`src/rtl/uart_tx_arbiter.sv`:
```
// uart_tx_arbiter: round-robin arbitration of N_REQ clients onto one UART
// transmitter. A winner's character is latched, launched with tx_send, and
// tracked through the transmitter's busy/idle handshake with a per-phase
// timeout.
module uart_tx_arbiter #(
  parameter  int N_REQ       = 4,
  parameter  int DATA_LENGTH = 8,
  parameter  int TIMEOUT     = 4096,
  localparam int OW          = (N_REQ > 1) ? $clog2(N_REQ) : 1,
  localparam int CW          = (TIMEOUT > 2) ? $clog2(TIMEOUT) : 1
) (
  input  logic                         tx_clk,
  input  logic                         rst,
  input  logic [N_REQ-1:0]             req,
  input  logic [N_REQ*DATA_LENGTH-1:0] req_data,
  output logic [N_REQ-1:0]             gnt,
  output logic [N_REQ-1:0]             done,
  output logic                         err,
  output logic [OW-1:0]                owner,
  output logic                         busy,
  output logic [DATA_LENGTH-1:0]       tx_datain,
  output logic                         tx_send,
  input  logic                         tx_done
);

  typedef enum logic [1:0] {IDLE, LAUNCH, WAIT_DONE} state_t;

  state_t                 state, state_nxt;
  logic [OW-1:0]          last;
  logic [OW-1:0]          win;
  logic [OW-1:0]          idx;
  logic                   found;
  logic [DATA_LENGTH-1:0] dsel;
  logic [CW-1:0]          cnt;
  logic                   cnt_max;
  logic                   exit_ok;
  logic                   timeout;
  int                     cand;

  // Round-robin search starting one past the last owner, wrapping once.
  always_comb begin
    win   = '0;
    idx   = '0;
    found = 1'b0;
    cand  = 0;
    for (int i = 0; i < N_REQ; i++) begin
      cand = int'(last) + 1 + i;
      if (cand >= N_REQ) cand = cand - N_REQ;
      idx = OW'(cand);
      if (!found && req[idx]) begin
        found = 1'b1;
        win   = idx;
      end
    end
  end

  // Character slice of the current search winner.
  always_comb begin
    dsel = '0;
    for (int i = 0; i < N_REQ; i++)
      if (OW'(i) == win) dsel = req_data[i*DATA_LENGTH +: DATA_LENGTH];
  end

  assign cnt_max = (cnt == CW'(TIMEOUT - 1));

  // State register; reset aborts any frame in flight.
  always_ff @(posedge tx_clk or posedge rst) begin
    if (rst) state <= IDLE;
    else     state <= state_nxt;
  end

  // Next state plus exit/timeout decode. A phase that reaches the last
  // counter value without its exit condition gives up back to IDLE.
  always_comb begin
    state_nxt = state;
    exit_ok   = 1'b0;
    case (state)
      IDLE: if (found) state_nxt = LAUNCH;
      LAUNCH: begin
        exit_ok = !tx_done;
        if (exit_ok)      state_nxt = WAIT_DONE;
        else if (cnt_max) state_nxt = IDLE;
      end
      WAIT_DONE: begin
        exit_ok = tx_done;
        if (exit_ok || cnt_max) state_nxt = IDLE;
      end
      default: state_nxt = IDLE;
    endcase
    timeout = (state != IDLE) && cnt_max && !exit_ok;
  end

  // Completion pulse routed to the current owner only.
  always_comb begin
    done = '0;
    if (state == WAIT_DONE && tx_done) done[owner] = 1'b1;
  end

  assign err     = timeout;
  assign busy    = (state != IDLE);
  assign tx_send = (state == LAUNCH);

  // Grant latch, owner/last tracking and the phase counter.
  always_ff @(posedge tx_clk or posedge rst) begin
    if (rst) begin
      gnt       <= '0;
      owner     <= '0;
      last      <= OW'(N_REQ - 1);
      tx_datain <= '0;
      cnt       <= '0;
    end else begin
      gnt <= '0;
      if (state == IDLE && found) begin
        gnt[win]  <= 1'b1;
        owner     <= win;
        tx_datain <= dsel;
      end
      if ((state == WAIT_DONE && tx_done) || timeout) last <= owner;
      if (state_nxt != state) cnt <= '0;
      else if (state != IDLE) cnt <= cnt + 1'b1;
    end
  end

endmodule

```
`config.mk`:
```
export PLATFORM = sky130hd
export DESIGN_NAME = uart_tx_arbiter
export DESIGN_NICKNAME = d
export VERILOG_FILES = /design/src/rtl/uart_tx_arbiter.sv
export SDC_FILE = /design/constraint.sdc
export NUM_CORES = 1
export LEC_CHECK = 0
export CORE_ASPECT_RATIO = 1.1
export CORE_MARGIN = 5
export CORE_UTILIZATION = 30
export DETAILED_ROUTE_END_ITERATION = 16
export PLACE_DENSITY = 0.63
export SLEW_MARGIN = 20
export SYNTH_ARGS = -nofsm -noshare
export SYNTH_HDL_FRONTEND = slang
export SYNTH_SLANG_ARGS = --single-unit
```
`constraint.sdc`:
```
create_clock -name tx_clk -period 1.8 [get_ports tx_clk]
set_clock_uncertainty 0.1 [all_clocks]
set_input_delay 0.18 -clock tx_clk [delete_from_list [all_inputs] [get_ports tx_clk]]
set_output_delay 0.18 -clock tx_clk [all_outputs]
set_load 0.02 [all_outputs]
```
### Yosys cells after proc, flatten, opt, wreduce, memory -nomap -nowiden

Index checks and enable logic that the tools add are counted.

| cells by class | value |
|---|---|
| reduce and logical (&&, ||, !) cells | 20 |
| order comparisons | 12 |
| add/subtract/negate cells | 9 |
| mux-type cells | 38 |
| eq/ne operators | 7 |

Operators with widths:

| operator | count |
|---|---|
| $mux W8 | 4 |
| $mux W12 | 2 |
| $mux W2 | 12 |
| $lt A2 B3 Y1 const B | 6 |
| $add A12 B1 Y12 const B | 1 |
| $eq A12 B12 Y1 const B | 1 |
| $ge A4 B3 Y1 const B | 3 |
| $mux W1 | 10 |
| $logic_and A1 B1 Y1 | 9 |
| $add A3 B2 Y4 const B | 2 |
| $bmux W1 S2 | 4 |
| $mux W4 | 2 |
| $sub A2 B1 Y2 const B | 4 |
| $pmux W2 S3 | 1 |
| $logic_not A1 Y1 | 5 |
| $add A3 B1 Y4 const B | 1 |
| $demux W1 S2 | 2 |
| $eq A2 B2 Y1 const A | 2 |
| $ge A2 B1 Y1 const B | 2 |
| $logic_not A2 Y1 | 2 |
| $reduce_bool A2 Y1 | 2 |
| $add A2 B1 Y3 const B | 1 |
| $ge A3 B3 Y1 const B | 1 |
| $eq A1 B2 Y1 const A | 1 |
| other kinds (5) | 6 |

| word-level totals | value |
|---|---|
| logic and storage cells | 92 |
| bits in registers | 30 |
| input bits | 39 |

### Logic depth before layout (Yosys ltp)

Gate-level depths: netlist (run 1).

| depth | value |
|---|---|
| word-level depth | 20 |
| mapped depth | 7 |
| depth with buffers taken out | 6 |

### Worst setup path after synthesis (run 1)

Ideal clock, no wire load.

| path | value |
|---|---|
| kind | register -> register |
| start point | register last[0] |
| end point | register tx_datain[1] |
| path slack | 167 ps |
| period minus slack after synthesis | 1633 ps |
| stages on the path, launching flop included | 7 |
| data arrival time | 1390 ps |
| path buffers | 1 |
| library setup time | 143 ps |
| required time | 1557 ps |
| path through | dfstp_2 and2b_4 o21ai_2 o211ai_4 buf_12 mux2i_1 o221ai_1 |

| on the way | value |
|---|---|
| word-level cells in the longest chain between the ends | 20 |
| elaborated cells on any way between the ends | 47 |

Ends and longest elaborated chain:

| item | RTL line | text |
|---|---|---|
| start, declared | 29 | `logic [OW-1:0] last;` |
| start signal, assigned | 108 | `last <= OW'(N_REQ - 1);` |
| start signal, assigned | 118 | `if ((state == WAIT_DONE && tx_done) \|\| timeout) last <= owner;` |
| $add A2 B1 Y3 (*) | 47 | `cand = int'(last) + 1 + i;` |
| branches (longest 19 deep; another with $add A3 B1 Y4) | -- |  |
| end signal, assigned | 116 | `tx_datain <= dsel;` |
| end, declared | 21 | `output logic [DATA_LENGTH-1:0] tx_datain,` |

Mark *: on every way between the ends. The select of a mux whose other input is x is not followed.
A chain may end at the register's enable or synchronous reset.

### Final worst setup path (run 1)

| path | value |
|---|---|
| start point | register state[0] |
| end point | output port done[0] |

| on the way | value |
|---|---|
| word-level cells in the longest chain between the ends | 3 |

Ends and longest elaborated chain:

| item | RTL line | text |
|---|---|---|
| start, declared | 28 | `state_t state, state_nxt;` |
| start signal, assigned | 69 | `else state <= state_nxt;` |
| $eq A2 B2 Y1 | 96 | `if (state == WAIT_DONE && tx_done) done[owner] = 1'b1;` |
| $logic_and A1 B1 Y1 | 96 |  |
| $mux W4 | 96 |  |
| end, declared | 17 | `output logic [N_REQ-1:0] done,` |

Every way passes these cells.

==> run_results.csv, run 1 <==
group,metric,value,unit
outcome,status,"finished clean",
power_and_ir_drop,power_density,1250,nW/um^2
floorplanning,dieWidth,81.7,um
synth,synth_cells,168,
setup_path,cp-end-kind,"primary output",
synth,synthAdderAreaFrac,0.737,%
routing,via_per_inst,4.61,
synth,synth_cell_types,41,
synth,synth_area,1700,um^2
placement,gp_congestion,0.763,
final_layout,multiInputGateArea,927,um^2
synth,synth_top_family_by_area,"simple AND/OR/NAND/NOR gates",
run,maxCapViolations,0,
final_layout,final_nets,299,
sta,setup_ws,0.0794,ns
final_layout,nFillCells,512,
global_routing,first_global_vias,1541,
sta,fin_crit_sh,95.6,%
setup_path,cpPeakStageDelay,0.39,ns
synth,ys.flop_type,"dfrtp_1",
synth,synth_sequential_area_ratio,44.4,%
setup_path,critPathLaunchType,"flip-flop",
sta,relSlewSlack,70.9,%
synth,yosysWarnings,0,
floorplanning,initial_core_util,31.2,%
final_layout,syn_to_final_growth,58.1,%
final_layout,area.sequential,753,um^2
synth,async_flop_share,100,%
cts,cts_root_buf,"clkbuf_8",
placement,dp_hpwl,3.20,mm
setup_path,arrival,1.44,ns
global_routing,grt_max_degree,31,
cts,clkLatencyLatePin,0.28,ns
routing,wl_per_cell,12.4,um
routing,ant_nets,0,
routing,drc,0,
cts,clockBufferDepth,2,
cts,clk_pin_slew,0.06,ns
cts,hold_buffers,0,
sta,fin_crit,1.72,ns
global_routing,globalRouteOverflowTotal,0,
global_routing,antenna_found_initial,0,
setup_path,critical_path.max_fanout,4,
hold_path,hp-class,"in -> async",
synth,syn-mean-instance-area,10.1,um^2
sta,finalMaxSlewViolations,0,
sta,hold_violations,0,
synth,syn_nets,208,
final_layout,layout_commonest_cell,"clkdlybuf4s50_1",
final_layout,antenna_cells,0,
floorplanning,fp-row-count,28,
synth,synth_xor_area_share,5.16,%
power_and_ir_drop,power.total,3.36,mW
final_layout,final_cell_mix,"clkdlybuf4s50_1 (52), buf_4 (30), dfrtp_1 (28), nand2_1 (22), nor2_1 (18)",
cts,clock_sinks,30,
global_routing,grt_pass1_wl,6.89,mm
placement,dp_slack,-0.191,ns
cts,numCtsBuffers,5,
synth,yosys.area_share.simple,23.7,%
cts,tritoncts,"done",
sta,rsz0062_at_grt,"yes",
floorplanning,dieHeight,88.9,um
floorplanning,core_area,5430,um^2
routing,vias,1541,
floorplanning,die_area,7260,um^2
sta,max_freq,581,MHz
setup_path,crit_type,"reg -> out",
placement,port_buffers,59,
sta,setup_viol,0,
routing,drtIter0Drc,54,
sta,hold_ws,0.165,ns
sta,tns,0,ns
routing,routed_wl,4.15,mm
power_and_ir_drop,ir_drop,0.577,mV
synth,synth_edf_count,0,
synth,synth.ff_latch_count,30,
power_and_ir_drop,p_leak,1.23,nW
sta,worstMarginPinSlew,0.436,ns
setup_path,crit_path_cell_trace,"nor2b_2 > nand2_2 > nor3_1 > clkdlybuf4s15_1",
setup_path,crit_path_top_delay_cell,"dfrtp_1",
final_layout,drive_gt1_share,23.6,%
setup_path,crit_required,1.52,ns
synth,synth_compound_area_share,11.9,%
routing,drt_pass1_iterations,4,
floorplanning,top_level_ports,60,
global_routing,grtUsageTotal,12.3,%
synth,yosys-mux-area-fraction,10.7,%
cts,cts-htree-levels,2,
final cells by class:
| type | count | share of cell area, % |
|---|---|---|
| clock buffer | 5 | 2.57 |
| multi-input combinational | 130 | 34.6 |
| tap | 75 | 3.50 |
| inverter | 3 | 0.420 |
| timing repair buffer | 89 | 30.5 |
| clock inverter | 2 | 0.373 |
| sequential | 30 | 28.1 |
critical path: cells and delay by family (launching register included):
family | cells | cell delay, ns
and+or+nand+nor | 3 | 0.45
DFF | 1 | 0.39
buffers and inverters | 1 | 0.33
power by group:
group / switching (mW) / internal [mW] / total [mW]
logic: 0.932 / 0.876 / 1.81
registers: 0.153 / 0.887 / 1.04
clock network: 0.250 / 0.259 / 0.508
final timing paths:
check / startpoint / to / slack (ns) / cells past startpoint
setup / recovery: state[0]$_DFF_PP0_ / done[0] / 0.08 / 4
hold / removal: rst / gnt[0]$_DFF_PP0_ / 0.17 / 3
setup reg to reg: last[0]$_DFFE_PP1P_ / tx_datain[6]$_DFFE_PP0P_ / 0.10 / 6
hold reg to reg: tx_datain[1]$_DFFE_PP0P_ / tx_datain[1]$_DFFE_PP0P_ / 0.39 / 2
max in group asynchronous: rst / last[1]$_DFFE_PP1P_ / 1.11 / 3
min in group tx_clk: tx_datain[1]$_DFFE_PP0P_ / tx_datain[1]$_DFFE_PP0P_ / 0.39 / 2
stage by stage:
| stage | utilization, % | instance area [um^2] | instances |
|---|---|---|---|
| 2_1_floorplan | - | 1700 | 168 |
| 3_3_place_gp | 47.4 | 2570 | 327 |
| 3_5_place_dp | 47.4 | 2570 | 327 |
| 4_1_cts | 49.0 | 2660 | 334 |
| 5_1_grt | 49.4 | 2680 | 334 |
| 6_report | 49.4 | 2680 | 334 |
cell usage after synthesis (3+ instances only):
cell	instances	area share (%)
a21oi_1	3	0.88
and2_1	3	1.1
and3_1	4	1.5
dfrtp_1	28	41
mux2i_1	17	10
nand2_1	23	5.1
nand2b_1	3	1.1
nand3_1	7	2.1
nand4_1	3	1.1
nor2_1	20	4.4
nor2b_1	3	1.1
o21ai_1	3	0.88
o221ai_1	8	4.1
xor2_1	9	4.6
registers in the layout, indices dropped and copies added (netlist names):
signal / cells
last: 2
gnt: 4
owner: 2
state: 2
tx_datain: 8
cnt: 12
kinds of logic after synthesis:
group | Yosys count
and+or+nand+nor | 77
DFF | 30
AOI/OAI and AO/OA | 24
muxes | 18
xor gates and xnor gates | 10
buffers and inverters | 8
adders and majority gates | 1
metal layers:
metal	up-vias	track usage, %	wire (um)
met5	-	0	0
met4	0	3.63	58
met3	6	6.21	438
met2	53	19.4	1860
met1	702	14.7	1800
li1	780	-	-
repair_timing:
item,in CTS,in global routing
pin swaps,0,0
endpoints found under the setup margin,10,7
gates resized for setup,17,10
setup buffers,0,0
cloned,0,0
(Power assumes the default switching activity.)
==> run 2: changes to the inputs <==
--- a/config.mk
+++ b/config.mk
@@ -7,9 +7,9 @@
 export LEC_CHECK = 0
 export CORE_ASPECT_RATIO = 1.1
 export CORE_MARGIN = 5
-export CORE_UTILIZATION = 30
+export CORE_UTILIZATION = 35
 export DETAILED_ROUTE_END_ITERATION = 16
-export PLACE_DENSITY = 0.63
+export PLACE_DENSITY = 0.71
 export SLEW_MARGIN = 20
 export SYNTH_ARGS = -nofsm -noshare
 export SYNTH_HDL_FRONTEND = slang
==> run_results.csv, run 2 (synthesized netlist as in run 1, its figures left out) <==
group,metric,value,unit
outcome,status,"finished clean",
sta,max_freq,567,MHz
floorplanning,fp-row-count,26,
global_routing,globalRouteOverflowTotal,0,
sta,rsz0062_at_grt,"yes",
sta,finalMaxSlewViolations,0,
final_layout,final_area,2680,um^2
power_and_ir_drop,power_density,1320,nW/um^2
sta,setup_ws,0.0372,ns
final_layout,fin_util,57.3,%
final_layout,syn_to_final_growth,58.1,%
setup_path,path_delay_family,"flip-flops",
cts,cts-htree-levels,2,
floorplanning,core_area,4680,um^2
setup_path,critPathLaunchType,"flip-flop",
power_and_ir_drop,power.total,3.54,mW
sta,hold_violations,0,
sta,relSlewSlack,70.5,%
routing,via_per_inst,5.05,
placement,port_buffers,59,
final_layout,drive_gt1_share,21.2,%
setup_path,critical_path.max_fanout,9,
cts,clock_sinks,30,
routing,drt_pass1_iterations,4,
routing,drc,0,
final_layout,antenna_cells,0,
hold_path,hp-class,"in -> async",
power_and_ir_drop,pwr-share-clk,15.6,%
global_routing,first_global_vias,1612,
power_and_ir_drop,swShare,38.8,%
routing,wl_per_cell,14.1,um
floorplanning,top_level_ports,60,
final_layout,top_register,"cnt",
sta,tns,0,ns
placement,gp_congestion,0.799,
power_and_ir_drop,p_leak,1.25,nW
cts,cts_root_buf,"clkbuf_8",
placement,dp_slack,-0.202,ns
final_layout,final_nets,294,
sta,hold_ws,0.168,ns
power_and_ir_drop,comb_power_share,55.3,%
power_and_ir_drop,seqPwrFrac,29.2,%
cts,hold_buffers,0,
cts,clkLatencyLatePin,0.28,ns
cts,cts_setup_buffers,0,
setup_path,crit_path_top_delay_cell,"dfstp_2",
global_routing,grt_max_degree,31,
setup_path,crit_type,"reg -> reg",
setup_path,crit_required,1.83,ns
final_layout,final_cell_mix,"clkdlybuf4s50_1 (51), dfrtp_1 (28), nand2_1 (22), buf_4 (21), nor2_1 (19)",
placement,place_inst,301,
setup_path,crit_buf_inv,1,
floorplanning,dieWidth,76.4,um
setup_path,cp-end-kind,"flip-flop",
routing,vias,1572,
cts,numCtsBuffers,5,
final_layout,fin_cells,311,
routing,drtIter0Drc,88,
setup_path,arrival,1.80,ns
cts,clockBufferDepth,2,
routing,ant_nets,0,
global_routing,antenna_found_initial,0,
setup_path,cpPeakStageDelay,0.55,ns
placement,dp_hpwl,3.19,mm
setup_path,crit_path_cell_trace,"and2b_4 > o21ai_4 > o211ai_4 > clkbuf_16 > mux2i_1 > o221ai_1",
sta,fin_crit,1.76,ns
power_and_ir_drop,p_sw,1.37,mW
routing,routed_wl,4.38,mm
sta,worstMarginPinSlew,0.440,ns
cts,clk_pin_slew,0.06,ns
final_layout,layout_commonest_cell,"clkdlybuf4s50_1",
floorplanning,dieHeight,83.0,um
power_and_ir_drop,ir_drop,0.570,mV
placement,place_area,2510,um^2
global_routing,grtUsageTotal,13.2,%
floorplanning,initial_core_util,36.2,%
power_and_ir_drop,power.internal,2.17,mW
floorplanning,die_area,6340,um^2
cts,tritoncts,"done",
sta,fin_crit_sh,97.9,%
sta,setup_viol,0,
run,maxCapViolations,0,
final_layout,reg_top3,"cnt (12), tx_datain (8), gnt (4)",
final_layout,largest_register_ffs,12,
global_routing,grt_pass1_wl,6.95,mm
-- run 2: changes by cell type in the layout (fill, tap and decap cells not counted), moves of 2 or more --
cell	delta
clkbuf_16	+2
dlygate4sd2_1	+2
buf_4	-9
nor2_2	-2
-- run 2: worst paths after layout --
check                                         start                  endpoint  slack, ns  cells after the start
max                             last[0]$_DFFE_PP1P_  tx_datain[6]$_DFFE_PP0P_       0.04                      6
min                                             rst          gnt[1]$_DFF_PP0_       0.17                      3
max reg2reg                     last[0]$_DFFE_PP1P_  tx_datain[6]$_DFFE_PP0P_       0.04                      6
min reg2reg                tx_datain[4]$_DFFE_PP0P_  tx_datain[4]$_DFFE_PP0P_       0.39                      2
max in group asynchronous                       rst       last[1]$_DFFE_PP1P_       1.11                      3
min in group tx_clk        tx_datain[4]$_DFFE_PP0P_  tx_datain[4]$_DFFE_PP0P_       0.39                      2
-- run 2: tightest hold or removal path: stages --
cell and delay, ns:
clkdlybuf4s50_1 0.39, inv_1 0.05, buf_4 0.34
-- run 2: repair_timing --
action                                  CTS  global route
pin swaps                                 0             6
gates cloned                              0             2
resized for setup                        12            11
endpoints found under the setup margin    7            21
-- run 2: metal layers --
layer  GRT usage [%]  vias up  wire (um)
met5               0        -          0
li1                -      768          -
met3            6.17        5        460
met4            4.45        0         61
met2            22.3       69       2120
met1            14.5      730       1750
-- run 2: power groups by stage --
stage	Combinational, mW	Sequential [mW]	Clock (mW)
2_1_floorplan	0.846	1.21	0
3_3_place_gp	1.79	1.03	0
3_5_place_dp	1.81	1.04	0
4_1_cts	1.79	1.03	0.567
5_1_grt	2.12	1.06	0.598
6_report	1.96	1.03	0.552
-- run 2: final cells by class --
type / count / area, um^2
clock inverter: 1 / 5.00
tap: 56 / 70.1
multi-input combinational: 130 / 932
clock buffer: 7 / 86.3
timing repair buffer: 84 / 825
sequential: 30 / 753
fill: 431 / 2000
inverter: 3 / 11.3
==> run 3: changes to the inputs <==
--- a/config.mk
+++ b/config.mk
@@ -10,7 +10,7 @@
 export CORE_UTILIZATION = 35
 export DETAILED_ROUTE_END_ITERATION = 16
 export PLACE_DENSITY = 0.71
-export SLEW_MARGIN = 20
+export SLEW_MARGIN = 40
 export SYNTH_ARGS = -nofsm -noshare
 export SYNTH_HDL_FRONTEND = slang
 export SYNTH_SLANG_ARGS = --single-unit
==> results of run 3 <==
The final DEF is identical to that of run 2; final timing and power are the same.
